==> src/rtl/positadd_prod_pair_feeder.sv <==
// Pairs serialized ES2 posit products from a circular FIFO into operands for the 4-stage product adder; flush drains and pads an odd leftover.
// Latency: the product completing a pair is issued (out_start high) in the cycle after the edge following its acceptance.
// Backpressure: in_ready = FIFO not full and state RUN; optional macro POSITADD_FEEDER_ZERO_SKIP_EN drops zero products on entry.
module positadd_prod_pair_feeder #(
    parameter int DEPTH = 4
) (
    input  logic        clk,
    input  logic        rst_n,
    input  logic [67:0] in_data,
    input  logic        in_valid,
    output logic        in_ready,
    input  logic        flush,
    output logic [67:0] out_in1,
    output logic [67:0] out_in2,
    output logic        out_start,
    output logic        flush_done,
    output logic [15:0] pair_count
);

    localparam int W  = 68;
    localparam int CW = $clog2(DEPTH + 1);
    localparam int PW = $clog2(DEPTH);

    localparam logic [CW-1:0] DEPTH_C = CW'(DEPTH);
    localparam logic [CW-1:0] TWO_C   = CW'(2);
    localparam logic [CW-1:0] ONE_C   = CW'(1);
    localparam logic [PW-1:0] LAST_C  = PW'(DEPTH - 1);
    // Pad operand: an exact zero, so the adder passes the leftover through unchanged.
    localparam logic [W-1:0]  PAD_C   = {{(W-1){1'b0}}, 1'b1};

    typedef enum logic [1:0] {
        ST_RUN   = 2'd0,
        ST_DRAIN = 2'd1,
        ST_DONE  = 2'd2
    } state_t;

    state_t          r_state;
    logic [CW-1:0]   r_count;
    logic [PW-1:0]   r_wr_ptr;
    logic [PW-1:0]   r_rd_ptr;
    logic [W-1:0]    r_mem [DEPTH];
    logic [W-1:0]    r_out_in1;
    logic [W-1:0]    r_out_in2;
    logic            r_out_start;
    logic            r_flush_done;
    logic [15:0]     r_pair_count;

    logic            w_in_ready;
    logic            w_push;
    logic            w_wr;
    logic            w_pop2;
    logic            w_pad;
    logic [1:0]      w_pop_n;
    logic [PW-1:0]   w_rd_ptr1;
    logic [PW-1:0]   w_rd_ptr2;
    logic [PW-1:0]   w_wr_ptr1;
    logic [CW-1:0]   w_cnt_nxt;

    function automatic logic [PW-1:0] f_inc(input logic [PW-1:0] p);
        if (p == LAST_C) begin
            return '0;
        end
        return p + 1'b1;
    endfunction

    assign w_in_ready = (r_count < DEPTH_C) && (r_state == ST_RUN);
    assign w_push     = in_valid && w_in_ready;

`ifdef POSITADD_FEEDER_ZERO_SKIP_EN
    // Zero products complete the handshake but never occupy a slot.
    assign w_wr = w_push && !in_data[0];
`else
    assign w_wr = w_push;
`endif

    assign w_pop2    = (r_state != ST_DONE) && (r_count >= TWO_C);
    assign w_pad     = (r_state == ST_DRAIN) && (r_count == ONE_C);
    assign w_pop_n   = w_pop2 ? 2'd2 : (w_pad ? 2'd1 : 2'd0);
    assign w_rd_ptr1 = f_inc(r_rd_ptr);
    assign w_rd_ptr2 = f_inc(w_rd_ptr1);
    assign w_wr_ptr1 = f_inc(r_wr_ptr);
    assign w_cnt_nxt = r_count + CW'(w_wr) - CW'(w_pop_n);

    always_ff @(posedge clk) begin
        if (w_wr) begin
            r_mem[r_wr_ptr] <= in_data;
        end
    end

    always_ff @(posedge clk or negedge rst_n) begin
        if (!rst_n) begin
            r_state      <= ST_RUN;
            r_count      <= '0;
            r_wr_ptr     <= '0;
            r_rd_ptr     <= '0;
            r_out_in1    <= '0;
            r_out_in2    <= '0;
            r_out_start  <= 1'b0;
            r_flush_done <= 1'b0;
            r_pair_count <= '0;
        end else begin
            r_out_start  <= 1'b0;
            r_flush_done <= 1'b0;
            r_count      <= w_cnt_nxt;

            if (w_wr) begin
                r_wr_ptr <= w_wr_ptr1;
            end

            if (w_pop2) begin
                r_out_in1    <= r_mem[r_rd_ptr];
                r_out_in2    <= r_mem[w_rd_ptr1];
                r_rd_ptr     <= w_rd_ptr2;
                r_out_start  <= 1'b1;
                r_pair_count <= r_pair_count + 16'd1;
            end else if (w_pad) begin
                r_out_in1    <= r_mem[r_rd_ptr];
                r_out_in2    <= PAD_C;
                r_rd_ptr     <= w_rd_ptr1;
                r_out_start  <= 1'b1;
                r_pair_count <= r_pair_count + 16'd1;
            end

            case (r_state)
                ST_RUN: begin
                    if (flush) begin
                        r_state <= ST_DRAIN;
                    end
                end
                ST_DRAIN: begin
                    if (r_count == '0) begin
                        r_state      <= ST_DONE;
                        r_flush_done <= 1'b1;
                    end
                end
                ST_DONE: begin
                    r_state <= ST_RUN;
                end
                default: begin
                    r_state <= ST_RUN;
                end
            endcase
        end
    end

    assign in_ready   = w_in_ready;
    assign out_in1    = r_out_in1;
    assign out_in2    = r_out_in2;
    assign out_start  = r_out_start;
    assign flush_done = r_flush_done;
    assign pair_count = r_pair_count;

endmodule

==> config.mk <==
export PLATFORM = sky130hd
export DESIGN_NAME = positadd_prod_pair_feeder
export DESIGN_NICKNAME = d
export VERILOG_FILES = /design/src/rtl/positadd_prod_pair_feeder.sv
export SDC_FILE = /design/constraint.sdc
export NUM_CORES = 1
export LEC_CHECK = 0
export BUFFER_PORTS_ARGS = -buffer_cell sky130_fd_sc_hd__buf_2
export CAP_MARGIN = 20
export CORE_MARGIN = 2
export CORE_UTILIZATION = 39
export DETAILED_ROUTE_END_ITERATION = 10
export GPL_TIMING_DRIVEN = 0
export HOLD_SLACK_MARGIN = 0.05
export SETUP_SLACK_MARGIN = 0.05
export SYNTH_ARGS = -nofsm -noshare
export SYNTH_HDL_FRONTEND = slang
export SYNTH_SLANG_ARGS = --single-unit
==> constraint.sdc <==
create_clock -name clk -period 7.3 [get_ports clk]
set_input_delay 0.365 -clock clk [delete_from_list [all_inputs] [get_ports clk]]
set_output_delay 0.365 -clock clk [all_outputs]
set_load 0.05 [all_outputs]
* Word level (Yosys, flattened, before mapping)
Memories as Yosys holds them, arrays and structs flattened.
Cells that the tools add are included.
** Operators by class
- Eq/ne operators :: 8
- Order comparisons :: 2
- Add/subtract/negate cells :: 6
- Reduce and logical (&&, ||, !) cells :: 8
- Multiplexer cells :: 28
** Operator list (number)
- $mux W68 :: 4
- $mux W16 :: 2
- $mux W2 :: 11
- $add A16 B1 Y16 const B :: 1
- $mux W1 :: 10
- $add A2 B1 Y2 const B :: 3
- $eq A2 B2 Y1 const B :: 3
- $logic_and A1 B1 Y1 :: 4
- $ne A2 B2 Y1 const B :: 2
- $pmux W2 S2 :: 1
- $add A3 B1 Y3 :: 1
- $eq A3 B1 Y1 const B :: 1
- $ge A3 B2 Y1 const B :: 1
- $logic_not A3 Y1 :: 1
- $lt A3 B3 Y1 const B :: 1
- $sub A3 B2 Y3 :: 1
- $eq A2 B1 Y1 const B :: 1
- $logic_not A2 Y1 :: 1
- $ne A2 B1 Y1 const B :: 1
- $reduce_and A2 Y1 :: 1
- $reduce_bool A2 Y1 :: 1
** Storage, ports and cells
- Input port bits :: 72
- Memories kept :: 1
- Bits in writable memories :: 272
- Output and inout port bits :: 155
- Register bits after elaboration :: 163
- Logic and storage cells :: 62
** Memory list
- r_mem :: depth 4, width 68, read ports 2, clocked after memory_dff 0, write ports 1, RTL line 41 : logic [W-1:0] r_mem [DEPTH];

* Depth between registers and ports, before layout
Gate-level depths: netlist of the first run.
- Depth after elaboration :: 7
- Gate-level depth with buffers :: 9
- Depth with buffers taken out :: 9

* Worst setup path before layout of the first run
No wires, ideal clock.
- Kind :: flip-flop to flip-flop
- Start point :: reg r_state[0]
- End point :: mem r_mem[0][0] (enable)
- Path buffers :: 0
- Required time :: 6866 ps
- Slack :: 3344 ps
- Stages on the path, launching flop included :: 3
- Setup time :: 434 ps
- Data arrival time :: 3522 ps
- Period minus slack after synthesis :: 3956 ps
- Path through :: dfrtp_1 > nor3_1 > and3_1
** Between the ends
- Word-level cells in the longest chain between the ends :: 5
** Ends and longest elaborated chain
- start, declared :: RTL line 37 : state_t r_state;
- start signal, assigned :: RTL line 92 : r_state <= ST_RUN;
- start signal, assigned :: RTL line 127 : r_state <= ST_DRAIN;
- start signal, assigned :: RTL line 132 : r_state <= ST_DONE;
- $logic_not A2 Y1 :: RTL line 66 : assign w_in_ready = (r_count < DEPTH_C) && (r_state == ST_RUN);
- $logic_and A1 B1 Y1 :: RTL line 66
- via in_ready :: RTL line 11 : output logic in_ready,
- $logic_and A1 B1 Y1 :: RTL line 67 : assign w_push = in_valid && w_in_ready;
- $mux W1 :: RTL line 85 : if (w_wr) begin
- $mux W1 (not written as such) :: RTL line 86 : r_mem[r_wr_ptr] <= in_data;
- end, declared :: RTL line 41
The timed path passes the listed nets, and every way through them passes these cells.

* Worst setup path after layout of the first run
- Start point :: reg r_state[1]
- End point :: reg r_count[2]
** Between the ends
- Word-level cells in the longest chain between the ends :: 5
- Elaborated cells on any way between the ends :: 11
- Classes of those cells :: add/sub (2); eq/ne (2); mux (2); reduce/logical (5)
** Ends and longest elaborated chain
- $logic_not A2 Y1 or $eq A2 B1 Y1 (tied branches) :: RTL line 66, 77
- $logic_and A1 B1 Y1, on equally long branches :: RTL line 66, 77
- $logic_and A1 B1 Y1 or $mux W1 (tied branches) :: RTL line 67, 78
- $add A3 B1 Y3 or $mux W2 (tied branches) :: RTL line 82, 78
- $sub A3 B2 Y3 * :: RTL line 82 : assign w_cnt_nxt = r_count + CW'(w_wr) - CW'(w_pop_n);
- via w_cnt_nxt[2] :: RTL line 57 : logic [CW-1:0] w_cnt_nxt;
- end signal, assigned :: RTL line 104 : r_count <= w_cnt_nxt;
- end, declared :: RTL line 38 : logic [CW-1:0] r_count;
The timed path passes the listed nets; every way through them passes the cells marked *.
A chain may end at the register's enable or synchronous reset.

==> flow_summary.ini, run 1 <==
[synthesis]
synth_top_family_by_area = multiplexers
async_flop_share_pct = 37.5
synth-main-ff-cell = edfxtp_1
synth_simple_gate_area_share_pct = 6.07
synthAdderAreaFrac_pct = 0.751
synth_xor_area_share_pct = 0.892
synth_area_leaders = edfxtp_1 46%, dfrtp_1 23%, mux4_2 17%
netlist.top_cell.by_area = edfxtp_1
ys_seq_area_share_pct = 69.3
yosys_warnings = 0
synth.avg_cell_area_sq_um = 17.6
syn-num-nets = 1085
synth.distinct_cells = 37
synth_seq_cells = 435
synth_edf_count = 272
synth_mux_area_share_pct = 17.4
synth_area_sq_mm = 0.0177
syn_inst = 1003
synth_compound_area_share_pct = 3.61
synth_top_area_share_pct = 46.2

[global_routing]
overflow = 0
met1_usage_pct = 23.8
grt_pass1_wl_mm = 65.6
grt.total_usage_pct = 18.8
grt_use_met3_pct = 3.51
gr-usage-met2_pct = 32.8
antenna_found_initial = 3
grt.busiest_layer = met2
grt_max_degree = 97
grt_pass1_vias = 10900

[final_layout]
final_cell_area_sq_mm = 0.0220
multiInputGateArea_sq_mm = 0.00509
antenna_cells = 0
fillers = 3757
register_area_sq_mm = 0.0122
syn2layout_area_growth_pct = 24.5
final_cells = 1984
nets = 1435
drive_gt1_share_pct = 35.5
utilization_pct = 49.4

[critical_path]
cp_cell_sequence = nor2b_1, nor2_1, buf_2, inv_1, ha_1, inv_1, fa_1, xnor2_1, xnor2_1
critical_path.max_fanout = 10
crit_path_start_kind = register
worstSetupPathType = register to register
arrival_ns = 3.18
worstPathRequired_ns = 7.80
cp-end-kind = register
slowest_delay_ns = 0.43
slowest_stage = fa_1

[detailed_routing]
dr.pass1.iters = 5
drc = 0
wirelength_mm = 43.5
wire_per_inst_um = 21.9
vias = 10200
drt_iter0_drc = 738
ant_nets = 0
viasPerCell = 5.15

[die]
ioPinCount = 227
die_h_um = 217
initial_core_util_pct = 39.7
die_area_sq_mm = 0.0470
die_w_um = 217
rows = 77
core_sq_mm = 0.0445

[timing]
finalSetupViolations = 0
slew_violations = 0
max-slew-margin-rel_pct = 37.3
fin_crit_ns = 2.68
rsz0062_at_grt = false
finalSetupTns_ns = 0
fin_worst_skew_ns = 0.0174
fmax_mhz = 373
timing.final.crit_share_pct = 36.7
timing.hold.ws_ns = 0.223
worst_slew_pin_slew_ns = 0.941
finalHoldViolCount = 0

[clock_network]
cts-root-buf = clkbuf_16
h-tree-depth = 2
ctsHoldBuffers = 70
cts_tree = yes
clock_tree.buffer_depth = 3
post_cts_buffers = 0
numCtsBuffers = 47
cts_resized = 0
clock_latency_ns = 0.58
cts.reportedPaths.clkPinSlew_ns = 0.06
cts_num_sinks = 435

[power]
vdd_ir_drop_max_v = 0.000286
power.leakage_nw = 8.79
power_density_mw_per_mm2 = 492

[placed_design]
dpl_cell_area_sq_mm = 0.0197
gp_congestion = 0.742
dp.cells = 1826
dp_hpwl_mm = 28.2
port_buffers = 226

[run]
max-cap-violations = 0

[hold_path]
worstHoldPathType = input pin to register

[run_status]
status = finished clean
-- state kept, by name (all words and copies together), names as in the netlist --
register / count
pair_count: 16
r_wr_ptr: 2
flush_done: 1
r_state: 2
out_in2: 68
out_in1: 68
out_start: 1
r_rd_ptr: 2
r_count: 3
r_mem: 272
-- cell type report --
cell class,count,area share [%]
sequential,435,55.7
multi-input combinational,495,23.2
timing repair buffer,301,8.97
clock buffer,60,5.76
tap,592,3.37
clock inverter,28,1.47
buffer,63,1.42
inverter,10,0.171
-- Yosys cell counts (8+ instances only) --
cell / count
ha_1: 9
inv_1: 10
buf_2: 36
xnor2_1: 8
a22o_1: 67
edfxtp_1: 272
dfrtp_1: 163
nor2_1: 8
nand2_1: 216
mux4_2: 136
clkbuf_1: 18
xor2_1: 10
-- cell usage in the layout, fill, tap and decap left out, types with 3 or more instances in the layout --
cell type / count
clkinv_4: 3
dlygate4sd3_1: 70
edfxtp_1: 272
ha_1: 9
buf_1: 4
xor2_1: 10
nor4b_1: 3
nand2_1: 216
clkinv_2: 9
nor4_2: 3
mux4_2: 136
a22o_1: 67
bufinv_16: 6
clkinv_1: 3
and3_4: 4
nand4_1: 5
inv_1: 10
clkbuf_16: 48
nor3_1: 5
inv_6: 4
buf_2: 261
nor2_1: 8
buf_6: 3
buf_16: 4
clkbuf_1: 28
xnor2_1: 8
dfrtp_1: 163
-- metal layers --
layer / share of wire, % / wire length [um] / vias to the layer above
met4: 2.0 / 878 / 6
met5: 0.085 / 37 / -
met3: 5.3 / 2310 / 66
met1: 40 / 17600 / 5276
li1: - / - / 4605
met2: 52 / 22700 / 264
-- critical path: cells and delay by family (launching register included) --
kind	cells	cell delay (ns)
xor gates and xnor gates	2	0.30
adders and majority gates	2	0.72
buffers and inverters	3	0.58
DFF	1	0.41
and+or+nand+nor	2	0.59
-- logic make-up (layout without fill, tap and decap cells) --
kind of cell / Yosys count / count (layout)
and+or+nand+nor: 256 / 256
DFF: 435 / 435
buffers and inverters: 73 / 462
xor gates and xnor gates: 18 / 18
adders and majority gates: 10 / 10
AOI/OAI and AO/OA: 74 / 74
muxes: 137 / 137
-- path summary, 6_finish.rpt --
path / startpoint / endpoint / slack, ns / depth (start not counted)
setup reg to reg: r_state[1]$_DFFE_PN0P_ / r_count[2]$_DFF_PN0_ / 4.62 / 9
min in group asynchronous: rst_n / pair_count[7]$_DFFE_PN0P_ / 0.33 / 2
hold / removal: in_valid / r_wr_ptr[0]$_DFFE_PN0P_ / 0.22 / 3
setup / recovery: r_state[1]$_DFFE_PN0P_ / r_count[2]$_DFF_PN0_ / 4.62 / 9
max in group asynchronous: rst_n / out_in1[11]$_DFFE_PN0P_ / 6.05 / 3
hold reg to reg: pair_count[15]$_DFFE_PN0P_ / pair_count[15]$_DFFE_PN0P_ / 0.46 / 1
-- where the power goes --
part | switching (mW) | internal (mW)
clock | 0.978 | 1.45
combinational | 3.25 | 1.64
sequential | 0.317 | 3.19
total | 4.55 | 6.28
-- through the flow --
stage / worst slack (ns) / power [mW]
6_report: 4.62 / 10.8
5_1_grt: 4.43 / 11.4
3_5_place_dp: 4.56 / 8.51
4_1_cts: 4.54 / 11.0
3_3_place_gp: 2.57 / 8.46
2_1_floorplan: 3.34 / 7.12
(Power assumes the default switching activity.)
==> inputs of run 2 (changes only) <==
--- a/config.mk
+++ b/config.mk
@@ -5,6 +5,7 @@
 export SDC_FILE = /design/constraint.sdc
 export NUM_CORES = 1
 export LEC_CHECK = 0
+export ABC_AREA = 1
 export BUFFER_PORTS_ARGS = -buffer_cell sky130_fd_sc_hd__buf_2
 export CAP_MARGIN = 20
 export CORE_MARGIN = 2
==> constraint.sdc (replaced) <==
create_clock -name clk -period 2.3 [get_ports clk]
set_input_delay 0.115 -clock clk [delete_from_list [all_inputs] [get_ports clk]]
set_output_delay 0.115 -clock clk [all_outputs]
set_load 0.05 [all_outputs]
==> run 2 against run 1 <==
Cell count grew 47%; via count rose by 53%; first-iteration DRC count up 140%.
==> flow_summary.ini, run 2 <==
[detailed_routing]
ant_nets = 0
dr.pass1.iters = 6
wire_per_inst_um = 20.9
viasPerCell = 5.37
drt_iter0_drc = 1799
drc = 0
vias = 15600
wirelength_mm = 60.7

[clock_network]
cts_tree = yes
h-tree-depth = 2
cts-root-buf = clkbuf_16
cts_num_sinks = 435
clock_tree.buffer_depth = 3
clock_latency_ns = 0.58
cts.reportedPaths.clkPinSlew_ns = 0.06
numCtsBuffers = 47

[critical_path]
r2r-start = r_state[1]$_DFFE_PN0P_
worstSetupPathType = register to register
r2r_slack_ns = 0.10
slowest_stage = nor2_4
path_common_cell = buf_12
cp_num_buf_inv = 2
slowest_delay_ns = 0.60
cp_cell_sequence = nor3_4, nand2_4, buf_12, nor2_4, buf_12
crit_family = simple AND/OR/NAND/NOR gates
worstPathRequired_ns = 2.57
r2r_end = r_mem[1][10]$_DFFE_PP_
crit_path_start_kind = register
arrival_ns = 2.47
cp-end-kind = register
critical_path.max_fanout = 25
ff2ff_path_depth = 5

[timing]
fin_crit_ns = 2.20
max-slew-margin-rel_pct = 46.5
fin_worst_skew_ns = 0.0156
worst_slew_pin_slew_ns = 0.801
rsz0062_at_grt = true
fmax_mhz = 455
finalSetupViolations = 0
timing.hold.ws_ns = 0.0574
timing.final.crit_share_pct = 95.6
slew_violations = 0
finalHoldViolCount = 0

[synthesis]
synth.avg_cell_area_sq_um = 9.89
async_flop_share_pct = 37.5
yosys_warnings = 0
synth_area_sq_mm = 0.0187
synth.distinct_cells = 29
ys_seq_area_share_pct = 65.7
synth.most_common_cell = nand2_1
syn-num-nets = 1968
netlist.top_cell.by_area = edfxtp_1
synth_top_area_share_pct = 43.8
synth-main-ff-cell = edfxtp_1
synth_seq_cells = 435
synth_edf_count = 272
ys_top_cells_by_count = 651 x nand2_1, 272 x edfxtp_1, 191 x nand3_1
syn_inst = 1886
synth_area_leaders = edfxtp_1 44%, dfrtp_1 22%, nand2_1 13%

[global_routing]
grt_pass1_wl_mm = 91.1
grt.total_usage_pct = 24.1
antenna_found_initial = 4
grt_pass1_vias = 15600
overflow = 0
grt_max_degree = 102

[hold_path]
worstHoldPathType = input pin to async pin

[run]
max-cap-violations = 0

[die]
die_w_um = 223
die_h_um = 223
rows = 80
ioPinCount = 227
core_sq_mm = 0.0474
die_area_sq_mm = 0.0496
initial_core_util_pct = 39.3

[final_layout]
final_cell_mix = 650 x nand2_1, 275 x buf_2, 272 x edfxtp_1
fillers = 4323
syn2layout_area_growth_pct = 24.5
drive_gt1_share_pct = 18.1
largest-register = r_mem
layout_commonest_cell = nand2_1
largest_reg_flops = 272
nets = 2336

[run_status]
status = finished clean

[placed_design]
gp_congestion = 0.852
dp_hpwl_mm = 40.1
port_buffers = 226
==> run 2: metrics by stage <==
stage / util (%) / instance area, sq um / worst slack (ns) / std cells / setup TNS [ns]
after floorplan: - / 18700 / -0.368 / 1886 / -95.70
after global placement: 43.4 / 20600 / -1.61 / 2727 / -514.60
after detailed placement: 44.0 / 20900 / -0.162 / 2740 / -3.09
after CTS: 48.7 / 23100 / 0.0601 / 2900 / 0
after global routing: 48.9 / 23200 / 0.0117 / 2909 / 0
final: 48.9 / 23200 / 0.101 / 2910 / 0
==> run 2: final cells by class <==
class                      instances  area, sq um  area share (%)
sequential                       435        12300            52.8
tap                              615          769            3.31
inverter                          63          238            1.02
clock buffer                      67         1360            5.84
multi-input combinational       1267         5640            24.3
antenna                            3         7.51          0.0323
clock inverter                    20          129           0.555
timing repair buffer             319         2220            9.55
buffer                           121          613            2.64
==> run 2: worst max path at each step <==
stage,startpoint,to,cells after the start
6_report,r_state[1]$_DFFE_PN0P_,r_mem[1][10]$_DFFE_PP_,5
5_1_grt,r_rd_ptr[0]$_DFFE_PN0P_,out_in1[13]$_DFFE_PN0P_,8
4_1_cts,r_rd_ptr[1]$_DFFE_PN0P_,out_in2[24]$_DFFE_PN0P_,7
3_5_place_dp,r_rd_ptr[1]$_DFFE_PN0P_,out_in2[24]$_DFFE_PN0P_,7
3_3_place_gp,rst_n,out_in2[17]$_DFFE_PN0P_,1
2_1_floorplan,r_state[0]$_DFFE_PN0P_,r_mem[0][0]$_DFFE_PP_,3
==> run 2: cells by family (layout without fill, tap and decap cells) <==
| logic type | after synthesis | after routing | synth area share, % |
|---|---|---|---|
| AO/OA/AOI/OAI | 249 | 249 | 7.21 |
| buffers and inverters | 184 | 590 | 4.41 |
| other | 0 | 3 | 0 |
| adder cells (fa/ha/maj) | 10 | 10 | 0.711 |
| flip-flops | 435 | 435 | 65.7 |
| AND/OR/NAND/NOR | 999 | 999 | 21.6 |
| XOR/XNOR | 9 | 9 | 0.423 |
==> run 2: per-layer routing <==
metal | part of all wire (%) | track usage, %
met2 | 47 | 39.0
met4 | 2.7 | 9.46
met1 | 42 | 32.3
met5 | 0.021 | 0
met3 | 8.2 | 4.30
==> run 2: what timing repair did <==
action                                 4_1_cts  5_1_grt
setup endpoints to repair                   76       62
pin swaps                                    1        4
hold buffers                                71        0
cloned                                       0        0
buffers inserted                             2        7
gates resized for setup                     11       20
endpoints found under the hold margin      435        0
Power of run 2 is not shown: default switching activity piles up to over one toggle a cycle in this logic, so the estimate is an artifact.
==> inputs of run 3 (changes only) <==
==> constraint.sdc (replaced) <==
create_clock -name clk -period 2.3 [get_ports clk]
set_input_delay 0 -clock clk [delete_from_list [all_inputs] [get_ports clk]]
set_output_delay 0 -clock clk [all_outputs]
set_load 0.05 [all_outputs]
==> run 3 against run 2 <==
Global-route usage hardly changed; clock-buffer cell count stayed put; register-to-register slack hardly changed; cell area hardly changed; maximum frequency is 0.25% higher.
==> flow_summary.ini, run 3 (same netlist as run 2, synthesis figures left out) <==
[critical_path]
cp-startpoint = r_state[1]$_DFFE_PN0P_
arrival_ns = 2.47
worstSetupPathType = register to register
cp-end-kind = register
r2r_slack_ns = 0.11
critical_path.max_fanout = 25
r2r-start = r_state[1]$_DFFE_PN0P_
crit_path_start_kind = register
worstPathRequired_ns = 2.57

[clock_network]
cts-root-buf = clkbuf_16
cts.reportedPaths.clkPinSlew_ns = 0.06
h-tree-depth = 2
numCtsBuffers = 47
cts_num_sinks = 435
clock_tree.buffer_depth = 3
clock_latency_ns = 0.58
cts_tree = yes

[final_layout]
final_cell_mix = 650 x nand2_1, 275 x buf_2, 272 x edfxtp_1
nets = 2337
syn2layout_area_growth_pct = 24.5
utilization_pct = 49.0
largest-register = r_mem
drive_gt1_share_pct = 18.1
largest_reg_flops = 272
layout_commonest_cell = nand2_1
final_cells = 2911

[global_routing]
grt_pass1_wl_mm = 91.2
overflow = 0
grt_max_degree = 102
grt_pass1_vias = 15600
grt.total_usage_pct = 24.1
antenna_found_initial = 4

[placed_design]
gp_congestion = 0.852
dp.cells = 2740
dp_hpwl_mm = 40.1
port_buffers = 226
dpl_worst_slack_ns = -0.162

[timing]
finalSetupViolations = 0
max-slew-margin-rel_pct = 46.6
worst_slew_pin_slew_ns = 0.798
fin_crit_ns = 2.19
rsz0062_at_grt = true
slew_violations = 0
worst_slack_ns = 0.106
finalHoldViolCount = 0
fin_worst_skew_ns = 0.0164
fmax_mhz = 456
timing.final.crit_share_pct = 95.4

[die]
initial_core_util_pct = 39.3
die_w_um = 223
die_area_sq_mm = 0.0496
core_sq_mm = 0.0474
rows = 80
ioPinCount = 227
die_h_um = 223

[detailed_routing]
vias = 15700
viasPerCell = 5.39
wirelength_mm = 60.6
drc = 0
ant_nets = 0
wire_per_inst_um = 20.8
dr.pass1.iters = 6
drt_iter0_drc = 1840

[run]
max-cap-violations = 0

[hold_path]
worstHoldPathType = input pin to register
hp-start = in_data[30]

[run_status]
status = finished clean
[run 3: changes by cell type in the layout (fill, tap and decap cells not counted), sizes merged]
| cell | delta |
|---|---|
| dlygate4sd3 | +1 |
[run 3: final timing paths]
check,end,cells after the start
worst max-delay path,r_mem[1][10]$_DFFE_PP_,5
worst min-delay path,r_mem[2][30]$_DFFE_PP_,2
worst max register to register,r_mem[1][10]$_DFFE_PP_,5
worst min register to register,out_in2[16]$_DFFE_PN0P_,2
max in group asynchronous,out_in2[31]$_DFFE_PN0P_,4
min in group asynchronous,out_start$_DFF_PN0_,3
[run 3: metal layers]
metal | track usage, % | wire [um] | vias to the layer above
li1 | - | - | 7128
met1 | 32.3 | 25200 | 7629
met2 | 39.0 | 28400 | 786
met3 | 4.30 | 5290 | 133
met4 | 9.46 | 1690 | 2
met5 | 0 | 13 | -
[run 3: what timing repair did]
item / 4_1_cts / 5_1_grt
pin swaps: 1 / 4
endpoints found under the setup margin: 76 / 62
endpoints found under the hold margin: 445 / 0
hold buffers: 72 / 0
gates resized for setup: 11 / 20
setup buffers: 2 / 7
cloned: 0 / 0
[run 3: per-stage QoR]
step | instance area (sq um) | TNS (ns) | hold slack (ns)
floorplan | 18700 | -95.70 | -0.296
global placement | 20600 | -495.85 | 0.211
detailed placement | 20900 | -3.09 | -0.0297
CTS | 23100 | 0 | 0.147
global route | 23200 | 0 | 0.175
finish | 23200 | 0 | 0.179
[run 3: worst max-delay path, cell delays in order (launching register included)]
cell and delay (ns):
dfrtp_2 0.44, nor3_4 0.23, nand2_4 0.14, buf_12 0.15
nor2_4 0.60, buf_12 0.29
[run 3: area by class of cell]
class | count | area [sq um]
sequential | 435 | 12300
clock buffer | 67 | 1360
inverter | 63 | 238
tap | 615 | 769
timing repair buffer | 320 | 2230
buffer | 121 | 613
clock inverter | 20 | 129
fill | 4323 | 24200
multi-input combinational | 1267 | 5640
antenna | 3 | 7.51
Power of run 3 is left out for the same reason.
